**src/rtl/id_ex_stage_if.sv**
```systemverilog
// ID/EX stage bundle: decoded ID fields, pipeline control, forward sources and the
// registered EX-side outputs. The stage connects through the slave modport.
interface id_ex_stage_if #(
  parameter int unsigned XLEN = 32,
  parameter int unsigned RA_W = 5
);
  logic            id_valid;
  logic [3:0]      id_aluop;
  logic [RA_W-1:0] id_rs;
  logic [RA_W-1:0] id_rt;
  logic [RA_W-1:0] id_rd;
  logic [XLEN-1:0] id_rs_data;
  logic [XLEN-1:0] id_rt_data;
  logic [XLEN-1:0] id_imm;
  logic [4:0]      id_shamt;
  logic [1:0]      id_src_sel;
  logic            id_reg_write;
  logic            id_mem_read;

  logic            stall;
  logic            flush;

  logic            exmem_reg_write;
  logic [RA_W-1:0] exmem_rd;
  logic [XLEN-1:0] exmem_result;
  logic            memwb_reg_write;
  logic [RA_W-1:0] memwb_rd;
  logic [XLEN-1:0] memwb_result;

  logic            ex_valid;
  logic            ex_reg_write;
  logic            ex_mem_read;
  logic [3:0]      ex_aluop;
  logic [RA_W-1:0] ex_rd;
  logic [XLEN-1:0] ex_x;
  logic [XLEN-1:0] ex_y;
  logic [XLEN-1:0] ex_store_data;
  logic            hazard_stall;

  modport master (
    output id_valid, id_aluop, id_rs, id_rt, id_rd, id_rs_data, id_rt_data,
           id_imm, id_shamt, id_src_sel, id_reg_write, id_mem_read,
           stall, flush,
           exmem_reg_write, exmem_rd, exmem_result,
           memwb_reg_write, memwb_rd, memwb_result,
    input  ex_valid, ex_reg_write, ex_mem_read, ex_aluop, ex_rd,
           ex_x, ex_y, ex_store_data, hazard_stall
  );

  modport slave (
    input  id_valid, id_aluop, id_rs, id_rt, id_rd, id_rs_data, id_rt_data,
           id_imm, id_shamt, id_src_sel, id_reg_write, id_mem_read,
           stall, flush,
           exmem_reg_write, exmem_rd, exmem_result,
           memwb_reg_write, memwb_rd, memwb_result,
    output ex_valid, ex_reg_write, ex_mem_read, ex_aluop, ex_rd,
           ex_x, ex_y, ex_store_data, hazard_stall
  );
endinterface

```
**src/rtl/id_ex_stage.sv**
```systemverilog
// ID/EX pipeline register feeding the EX-stage ALU, with operand routing and hazard detection.
// ID_EX_FWD_EN enables EX/MEM and MEM/WB forwarding; without it, RAW hazards stall instead.
module id_ex_stage #(
  parameter int unsigned XLEN = 32,
  parameter int unsigned RA_W = 5
) (
  input logic          clk,
  input logic          rst,
  id_ex_stage_if.slave bus
);

  localparam logic [3:0] ALUOP_NOP = 4'hd;

  typedef struct packed {
    logic            valid;
    logic            reg_write;
    logic            mem_read;
    logic [3:0]      aluop;
    logic [RA_W-1:0] rd;
`ifdef ID_EX_FWD_EN
    logic [RA_W-1:0] rs;
    logic [RA_W-1:0] rt;
`endif
    logic [XLEN-1:0] rs_data;
    logic [XLEN-1:0] rt_data;
    logic [XLEN-1:0] imm;
    logic [4:0]      shamt;
    logic [1:0]      src_sel;
  } stage_t;

  localparam stage_t BUBBLE = '{aluop: ALUOP_NOP, default: '0};

  stage_t          q;
  stage_t          d;
  stage_t          id_fields;
  logic [XLEN-1:0] op_rs;
  logic [XLEN-1:0] op_rt;
  logic [XLEN-1:0] x;
  logic [XLEN-1:0] y;
  logic            hazard;

  // Per-source operand resolution, before source select.
  always_comb begin
    op_rs = q.rs_data;
    op_rt = q.rt_data;
`ifdef ID_EX_FWD_EN
    if (q.rs != '0 && bus.exmem_reg_write && bus.exmem_rd == q.rs)
      op_rs = bus.exmem_result;
    else if (q.rs != '0 && bus.memwb_reg_write && bus.memwb_rd == q.rs)
      op_rs = bus.memwb_result;

    if (q.rt != '0 && bus.exmem_reg_write && bus.exmem_rd == q.rt)
      op_rt = bus.exmem_result;
    else if (q.rt != '0 && bus.memwb_reg_write && bus.memwb_rd == q.rt)
      op_rt = bus.memwb_result;
`endif
  end

  always_comb begin
    x = op_rs;
    y = op_rt;
    case (q.src_sel)
      2'b00: begin
        x = op_rs;
        y = op_rt;
      end
      2'b01: begin
        x = op_rs;
        y = q.imm;
      end
      2'b10: begin
        x = op_rt;
        y = {{(XLEN-5){1'b0}}, q.shamt};
      end
      default: begin
        x = op_rt;
        y = op_rs;
      end
    endcase
  end

`ifdef ID_EX_FWD_EN
  // Only a load in EX cannot be covered by forwarding; rt is checked even if unused.
  always_comb begin
    hazard = bus.id_valid && q.valid && q.mem_read && q.rd != '0 &&
             (q.rd == bus.id_rs || q.rd == bus.id_rt);
  end
`else
  logic rs_raw;
  logic rt_raw;

  always_comb begin
    rs_raw = bus.id_rs != '0 &&
             ((q.valid && q.reg_write && q.rd == bus.id_rs) ||
              (bus.exmem_reg_write && bus.exmem_rd == bus.id_rs));
    rt_raw = bus.id_rt != '0 &&
             ((q.valid && q.reg_write && q.rd == bus.id_rt) ||
              (bus.exmem_reg_write && bus.exmem_rd == bus.id_rt));
    hazard = bus.id_valid && (rs_raw || rt_raw);
  end
`endif

  always_comb begin
    id_fields           = BUBBLE;
    id_fields.valid     = bus.id_valid;
    id_fields.reg_write = bus.id_reg_write;
    id_fields.mem_read  = bus.id_mem_read;
    id_fields.aluop     = bus.id_aluop;
    id_fields.rd        = bus.id_rd;
`ifdef ID_EX_FWD_EN
    id_fields.rs        = bus.id_rs;
    id_fields.rt        = bus.id_rt;
`endif
    id_fields.rs_data   = bus.id_rs_data;
    id_fields.rt_data   = bus.id_rt_data;
    id_fields.imm       = bus.id_imm;
    id_fields.shamt     = bus.id_shamt;
    id_fields.src_sel   = bus.id_src_sel;
  end

  always_comb begin
    d = q;
    if (bus.flush) begin
      d = BUBBLE;
    end else if (bus.stall) begin
`ifdef ID_EX_FWD_EN
      // Folding forwarded values in while held keeps a MEM/WB result that retires mid-stall.
      d.rs_data = op_rs;
      d.rt_data = op_rt;
`endif
    end else if (hazard) begin
      d = BUBBLE;
    end else begin
      d = id_fields;
    end
  end

  always_ff @(posedge clk) begin
    if (rst)
      q <= BUBBLE;
    else
      q <= d;
  end

  assign bus.ex_valid      = q.valid;
  assign bus.ex_reg_write  = q.reg_write;
  assign bus.ex_mem_read   = q.mem_read;
  assign bus.ex_aluop      = q.aluop;
  assign bus.ex_rd         = q.rd;
  assign bus.ex_x          = x;
  assign bus.ex_y          = y;
  assign bus.ex_store_data = op_rt;
  assign bus.hazard_stall  = hazard;

endmodule

```
**src/flat_wrapper.sv**
```systemverilog
// flat-port wrapper written by rule: the top's interface ports become plain ports
module id_ex_stage_flat 
#(
  parameter int unsigned XLEN = 32,
  parameter int unsigned RA_W = 5
)
  (clk, rst, bus_id_valid, bus_id_aluop, bus_id_rs, bus_id_rt, bus_id_rd, bus_id_rs_data, bus_id_rt_data, bus_id_imm, bus_id_shamt, bus_id_src_sel, bus_id_reg_write, bus_id_mem_read, bus_stall, bus_flush, bus_exmem_reg_write, bus_exmem_rd, bus_exmem_result, bus_memwb_reg_write, bus_memwb_rd, bus_memwb_result, bus_ex_valid, bus_ex_reg_write, bus_ex_mem_read, bus_ex_aluop, bus_ex_rd, bus_ex_x, bus_ex_y, bus_ex_store_data, bus_hazard_stall);
  id_ex_stage_if #(.XLEN(XLEN), .RA_W(RA_W)) bus_i ();
  input logic clk;
  input logic rst;
  input wire logic [$bits(bus_i.id_valid)-1:0] bus_id_valid;
  input wire logic [$bits(bus_i.id_aluop)-1:0] bus_id_aluop;
  input wire logic [$bits(bus_i.id_rs)-1:0] bus_id_rs;
  input wire logic [$bits(bus_i.id_rt)-1:0] bus_id_rt;
  input wire logic [$bits(bus_i.id_rd)-1:0] bus_id_rd;
  input wire logic [$bits(bus_i.id_rs_data)-1:0] bus_id_rs_data;
  input wire logic [$bits(bus_i.id_rt_data)-1:0] bus_id_rt_data;
  input wire logic [$bits(bus_i.id_imm)-1:0] bus_id_imm;
  input wire logic [$bits(bus_i.id_shamt)-1:0] bus_id_shamt;
  input wire logic [$bits(bus_i.id_src_sel)-1:0] bus_id_src_sel;
  input wire logic [$bits(bus_i.id_reg_write)-1:0] bus_id_reg_write;
  input wire logic [$bits(bus_i.id_mem_read)-1:0] bus_id_mem_read;
  input wire logic [$bits(bus_i.stall)-1:0] bus_stall;
  input wire logic [$bits(bus_i.flush)-1:0] bus_flush;
  input wire logic [$bits(bus_i.exmem_reg_write)-1:0] bus_exmem_reg_write;
  input wire logic [$bits(bus_i.exmem_rd)-1:0] bus_exmem_rd;
  input wire logic [$bits(bus_i.exmem_result)-1:0] bus_exmem_result;
  input wire logic [$bits(bus_i.memwb_reg_write)-1:0] bus_memwb_reg_write;
  input wire logic [$bits(bus_i.memwb_rd)-1:0] bus_memwb_rd;
  input wire logic [$bits(bus_i.memwb_result)-1:0] bus_memwb_result;
  output wire logic [$bits(bus_i.ex_valid)-1:0] bus_ex_valid;
  output wire logic [$bits(bus_i.ex_reg_write)-1:0] bus_ex_reg_write;
  output wire logic [$bits(bus_i.ex_mem_read)-1:0] bus_ex_mem_read;
  output wire logic [$bits(bus_i.ex_aluop)-1:0] bus_ex_aluop;
  output wire logic [$bits(bus_i.ex_rd)-1:0] bus_ex_rd;
  output wire logic [$bits(bus_i.ex_x)-1:0] bus_ex_x;
  output wire logic [$bits(bus_i.ex_y)-1:0] bus_ex_y;
  output wire logic [$bits(bus_i.ex_store_data)-1:0] bus_ex_store_data;
  output wire logic [$bits(bus_i.hazard_stall)-1:0] bus_hazard_stall;
  assign bus_i.id_valid = bus_id_valid;
  assign bus_i.id_aluop = bus_id_aluop;
  assign bus_i.id_rs = bus_id_rs;
  assign bus_i.id_rt = bus_id_rt;
  assign bus_i.id_rd = bus_id_rd;
  assign bus_i.id_rs_data = bus_id_rs_data;
  assign bus_i.id_rt_data = bus_id_rt_data;
  assign bus_i.id_imm = bus_id_imm;
  assign bus_i.id_shamt = bus_id_shamt;
  assign bus_i.id_src_sel = bus_id_src_sel;
  assign bus_i.id_reg_write = bus_id_reg_write;
  assign bus_i.id_mem_read = bus_id_mem_read;
  assign bus_i.stall = bus_stall;
  assign bus_i.flush = bus_flush;
  assign bus_i.exmem_reg_write = bus_exmem_reg_write;
  assign bus_i.exmem_rd = bus_exmem_rd;
  assign bus_i.exmem_result = bus_exmem_result;
  assign bus_i.memwb_reg_write = bus_memwb_reg_write;
  assign bus_i.memwb_rd = bus_memwb_rd;
  assign bus_i.memwb_result = bus_memwb_result;
  assign bus_ex_valid = bus_i.ex_valid;
  assign bus_ex_reg_write = bus_i.ex_reg_write;
  assign bus_ex_mem_read = bus_i.ex_mem_read;
  assign bus_ex_aluop = bus_i.ex_aluop;
  assign bus_ex_rd = bus_i.ex_rd;
  assign bus_ex_x = bus_i.ex_x;
  assign bus_ex_y = bus_i.ex_y;
  assign bus_ex_store_data = bus_i.ex_store_data;
  assign bus_hazard_stall = bus_i.hazard_stall;
  id_ex_stage #(.XLEN(XLEN), .RA_W(RA_W)) u_core (.clk(clk), .rst(rst), .bus(bus_i));
endmodule
```
**config.mk**
```make
export PLATFORM = sky130hd
export DESIGN_NAME = id_ex_stage_flat
export DESIGN_NICKNAME = d
export VERILOG_FILES = /design/src/rtl/id_ex_stage_if.sv /design/src/rtl/id_ex_stage.sv /design/src/flat_wrapper.sv
export SDC_FILE = /design/constraint.sdc
export NUM_CORES = 1
export LEC_CHECK = 0
export BUFFER_PORTS_ARGS = -buffer_cell sky130_fd_sc_hd__buf_2
export CORE_MARGIN = 1.5
export CORE_UTILIZATION = 35
export DETAILED_ROUTE_END_ITERATION = 10
export PLACE_DENSITY = 0.7
export REMOVE_ABC_BUFFERS = 1
export SYNTH_ARGS = -nofsm -noshare
export SYNTH_HDL_FRONTEND = slang
export SYNTH_SLANG_ARGS = --single-unit
```
**constraint.sdc**
```tcl
create_clock -name clk -period 6.05 [get_ports clk]
set_input_delay 1.815 -clock clk [delete_from_list [all_inputs] [get_ports clk]]
set_output_delay 1.815 -clock clk [all_outputs]
set_load 0.03 [all_outputs]
```
* Word-level counts from Yosys, hierarchy flattened
Index checks and enable logic that the tools add are counted.
** Word-level totals
- Flip-flop bits (word level) :: 115
- Bits of input ports :: 205
- Output and inout port bits :: 109
- Word-level logic and storage cells :: 35
** Operators by class
- Equal/unequal tests :: 6
- Multiplexer cells :: 3
- Reduce and logical (&&, ||, !) cells :: 16
** Operator list (number)
- two-way mux 115 bit :: 1
- one-hot mux 32 bit (3 select lines) :: 1
- two-way mux 32 bit :: 1
- == test 5 bit :: 4
- nonzero test 5 bit :: 2
- logical AND 1 bit :: 8
- OR reduction 2 bit :: 2
- logical OR 1 bit :: 3
- == test 2 x 1 -> 1 bit (second input constant) :: 1
- == test 2 bit (second input constant) :: 1
- logical NOT 2 bit :: 1

* Longest topological paths before layout
- Depth after elaboration :: 7
- Gate-level depth with buffers :: 7
- Gate-level depth less buffers :: 5

* Least setup slack after synthesis
No wires, ideal clock.
- Kind :: input to output
- Start point :: in bus_id_rs[3]
- End point :: out bus_hazard_stall
- Data arrival time :: 3.148 ns
- Path slack :: 1.087 ns
- Cell stages on the path :: 6
- Buffers on the path :: 2
- Cell sequence :: or4_1 nor2_1 or4_4 a41oi_4 buf_6 buf_12
** Between the ends
- Longest elaborated chain between the ends :: 6
** Ends and longest elaborated chain
- start, declared :: RTL line flat_wrapper.sv:13 : input wire logic [$bits(bus_i.id_rs)-1:0] bus_id_rs;
- == test 5 bit, on equally long branches :: RTL line id_ex_stage.sv:94, id_ex_stage.sv:95
- logical AND 1 bit, on equally long branches :: RTL line id_ex_stage.sv:94, id_ex_stage.sv:95
- logical OR 1 bit :: RTL line id_ex_stage.sv:94 : ((q.valid && q.reg_write && q.rd == bus.id_rs) ||
- logical AND 1 bit * :: RTL line id_ex_stage.sv:93 : rs_raw = bus.id_rs != '0 &&
- logical OR 1 bit * :: RTL line id_ex_stage.sv:99 : hazard = bus.id_valid && (rs_raw || rt_raw);
- logical AND 1 bit * :: RTL line id_ex_stage.sv:99
- end, declared :: RTL line flat_wrapper.sv:39 : output wire logic [$bits(bus_i.hazard_stall)-1:0] bus_hazard_stall;
Mark *: on every way between the ends. The rest lies on a longest branch, timed or not.

* Worst setup path after layout
- Start point :: in bus_id_rs[2]
- End point :: out bus_hazard_stall
Same word-level chain as after synthesis.

==> impl_metrics.toml <==
[run_status]
status = "finished, final reports clean"

[drt]
postRouteWirelength_um = 15800
vias_per_cell = 4.74
avgRoutedWirePerCell_um = 14.5
drc = 0
vias = 5157
ant_nets = 0
drt_pass1_iterations = 6
drt_iter0_drc = 183

[placement]
dpl_worst_slack_ns = 0.965
post-dp-hpwl_um = 10500
gp_congestion = 0.831
port_buffers = 243

[pwr]
power_frac_clock_pct = 48.4
p_leak_nw = 3.32
power_switching_share_pct = 24.9
power_density_nw_per_um2 = 272
p_int_mw = 1.51
p_sw_uw = 499
power.total_mw = 2.01
p_comb_share_pct = 11.4
seqPwrFrac_pct = 40.2
max-vdd-ir-drop_v = 0.000177

[worst_setup_path]
path_max_fanout = 3
required_ns = 4.24
ff2ff_setup_slack_ns = 2.87
crit_path_start_kind = "primary input"
cp-end-kind = "primary output"
worst_ep_arrival_time_ns = 3.28
worstRegToRegCells = 7
r2r_start = "u_core.bus.ex_rd[1]$_SDFFE_PP0N_"
critPathKind = "primary input to primary output"
r2r_end = "u_core.op_rs[9]$_SDFFE_PP0N_"

[global_route]
grt.total_usage_pct = 18.0
grt_overflow = 0
grt_pass1_wl_um = 25300
grt_max_degree = 73
antenna_found_initial = 1
grt_pass1_vias = 4984

[timing]
rsz0062_at_grt = "false"
fin_ws_ns = 0.954
hold_violations = 0
finalMaxSlewViolations = 0
post-route-min-period_ns = 5.10
worst_clock_skew_ns = 0.00578
fin_crit_sh_pct = 84.2
setup_viol = 0
finalSetupTns_ns = 0
fmax_mhz = 196
worstMarginPinSlew_ns = 0.999
maxSlewHeadroom_pct = 33.4

[cells_and_area]
fillers = 1674
multi_input_comb_area_um2 = 2980
diodes = 0
seq_area_um2 = 2310
layout-drive-gt1-share_pct = 45.7
final_util_pct = 44.9
syn_to_final_growth_pct = 26.1
final_nets = 1062

[clock_tree]
clockBufferDepth = 2
cts_setup_buffers = 0
cts_resized = 0
clkLatencyLatePin_ns = 0.41
cts-buffers-inserted = 17
cts_tree = "built"
holdBufCountCts = 0
cts_root_buffer = "clkbuf_16"
cts.reportedPaths.clkPinSlew_ns = 0.05
htreeDepth = 4
clock_sinks = 115

[synthesis]
synthArstFlopShare_pct = 0
synth_flop_cell = "dfxtp_1"
synth-edff-count = 0
synth.area.top_cells = "dfxtp_1, nand2_1, mux2_2"
synth.largest_area_cell = "dfxtp_1"
synth_top_area_share_pct = 39.2
synth_seq_cells = 115
syn_area_um2 = 5870
ys_types = 30
yosys_warnings = 0
postSynthAreaPerCell_um2 = 8.64
ys_seq_area_share_pct = 39.2
netlist_instances = 679

[floorplan]
start_util_pct = 35.6
io_pins = 314
coreArea_um2 = 16500
die_w_um = 132
die_area_um2 = 17500
die_h_um = 132
rows = 47

[worst_hold_path]
hold_depth = 2
hp-class = "register to register"
hold_end = "u_core.q[3]$_SDFFE_PP0N_"
hp-start = "u_core.q[3]$_SDFFE_PP0N_"

[job]
max_cap_viol_count = 0
[final cells by class]
cell class,count,area share (%)
well taps,220,3.72
repair buffers,250,17.2
flip-flops and latches,115,31.2
clock inverters,5,1.05
multi-input cells,472,40.3
inverters,1,0.0507
clock buffers,25,6.56
[worst max-delay path by stage]
| stage | endpoint | depth (start not counted) | start |
|---|---|---|---|
| 4_1_cts | bus_hazard_stall | 6 | bus_id_rs[2] |
| 3_3_place_gp | bus_hazard_stall | 6 | bus_id_rs[2] |
| 5_1_grt | bus_hazard_stall | 6 | bus_id_rs[2] |
| 3_5_place_dp | bus_hazard_stall | 6 | bus_id_rs[2] |
| 6_report | bus_hazard_stall | 6 | bus_id_rs[2] |
| 2_1_floorplan | u_core.bus.ex_store_data[0]$_SDFFE_PP0N_ | 3 | bus_stall |
[power groups by stage]
stage | registers (mW) | logic [mW] | clock network, mW
detailed placement | 0.824 | 0.230 | 0
floorplan | 0.839 | 0.118 | 0
CTS | 0.808 | 0.230 | 0.995
finish | 0.809 | 0.228 | 0.973
global placement | 0.824 | 0.227 | 0
global route | 0.813 | 0.247 | 1.03
[cell usage after synthesis (2+ instances only)]
cell / count
nand2_1: 226
dfxtp_1: 115
o21ai_0: 63
mux2_2: 59
o21ai_2: 49
buf_4: 41
clkbuf_1: 36
a22o_1: 26
xnor2_1: 10
xor2_1: 10
clkbuf_2: 6
buf_12: 5
mux4_2: 5
nor2_1: 4
nand4_1: 3
o32a_1: 3
buf_1: 2
nor4_1: 2
or4_1: 2
or4_4: 2
[through the flow]
| step | cell area [µm²] | hold WS (ns) | std cells |
|---|---|---|---|
| final | 7400 | 0.445 | 1088 |
| after global routing | 7400 | 0.474 | 1088 |
| after CTS | 7400 | 0.450 | 1088 |
| after detailed placement | 6830 | 0.437 | 1058 |
| after global placement | 6830 | 0.431 | 1058 |
| after floorplan | 5280 | 0.420 | 588 |
[placed cells by master (no fill, tap or decap), drive strengths merged, types with 3 or more instances in the layout]
master / count
buf: 250
nand2: 226
dfxtp: 115
o21ai: 112
mux2: 59
a22o: 26
clkbuf: 25
xnor2: 10
xor2: 10
mux4: 5
nor2: 4
or4: 4
nand4: 3
o32a: 3
[cell families (layout without fill, tap and decap cells)]
group	after synthesis	after routing	share of synthesized area [%]
xor gates and xnor gates	20	20	2.99
DFF	115	115	39.2
and+or+nand+nor	245	245	16.7
muxes	64	64	13.2
buffers and inverters	92	281	10.2
AOI/OAI and AO/OA	143	143	17.7
[registers in the layout (all words and copies together) (netlist names)]
| name | count |
|---|---|
| u_core.bus.ex_aluop | 4 |
| u_core.bus.ex_mem_read | 1 |
| u_core.bus.ex_rd | 5 |
| u_core.bus.ex_reg_write | 1 |
| u_core.bus.ex_store_data | 32 |
| u_core.bus.ex_valid | 1 |
| u_core.op_rs | 32 |
| u_core.q | 39 |
[per-layer routing]
layer | wire, µm | up-vias | GRT usage, %
met4 | 306 | 2 | 6.41
met1 | 6990 | 2367 | 21.6
met3 | 865 | 25 | 5.29
met2 | 7630 | 149 | 30.7
met5 | 13 | - | 0
li1 | - | 2614 | -
[worst max-delay path, stage by stage]
cell and delay (ns):
buf_2 0.13, xor2_1 0.17, nor4_1 0.45, nand4b_2 0.21, a41oi_4 0.26, buf_2 0.24
No activity file was read; power rests on OpenSTA's default activity.
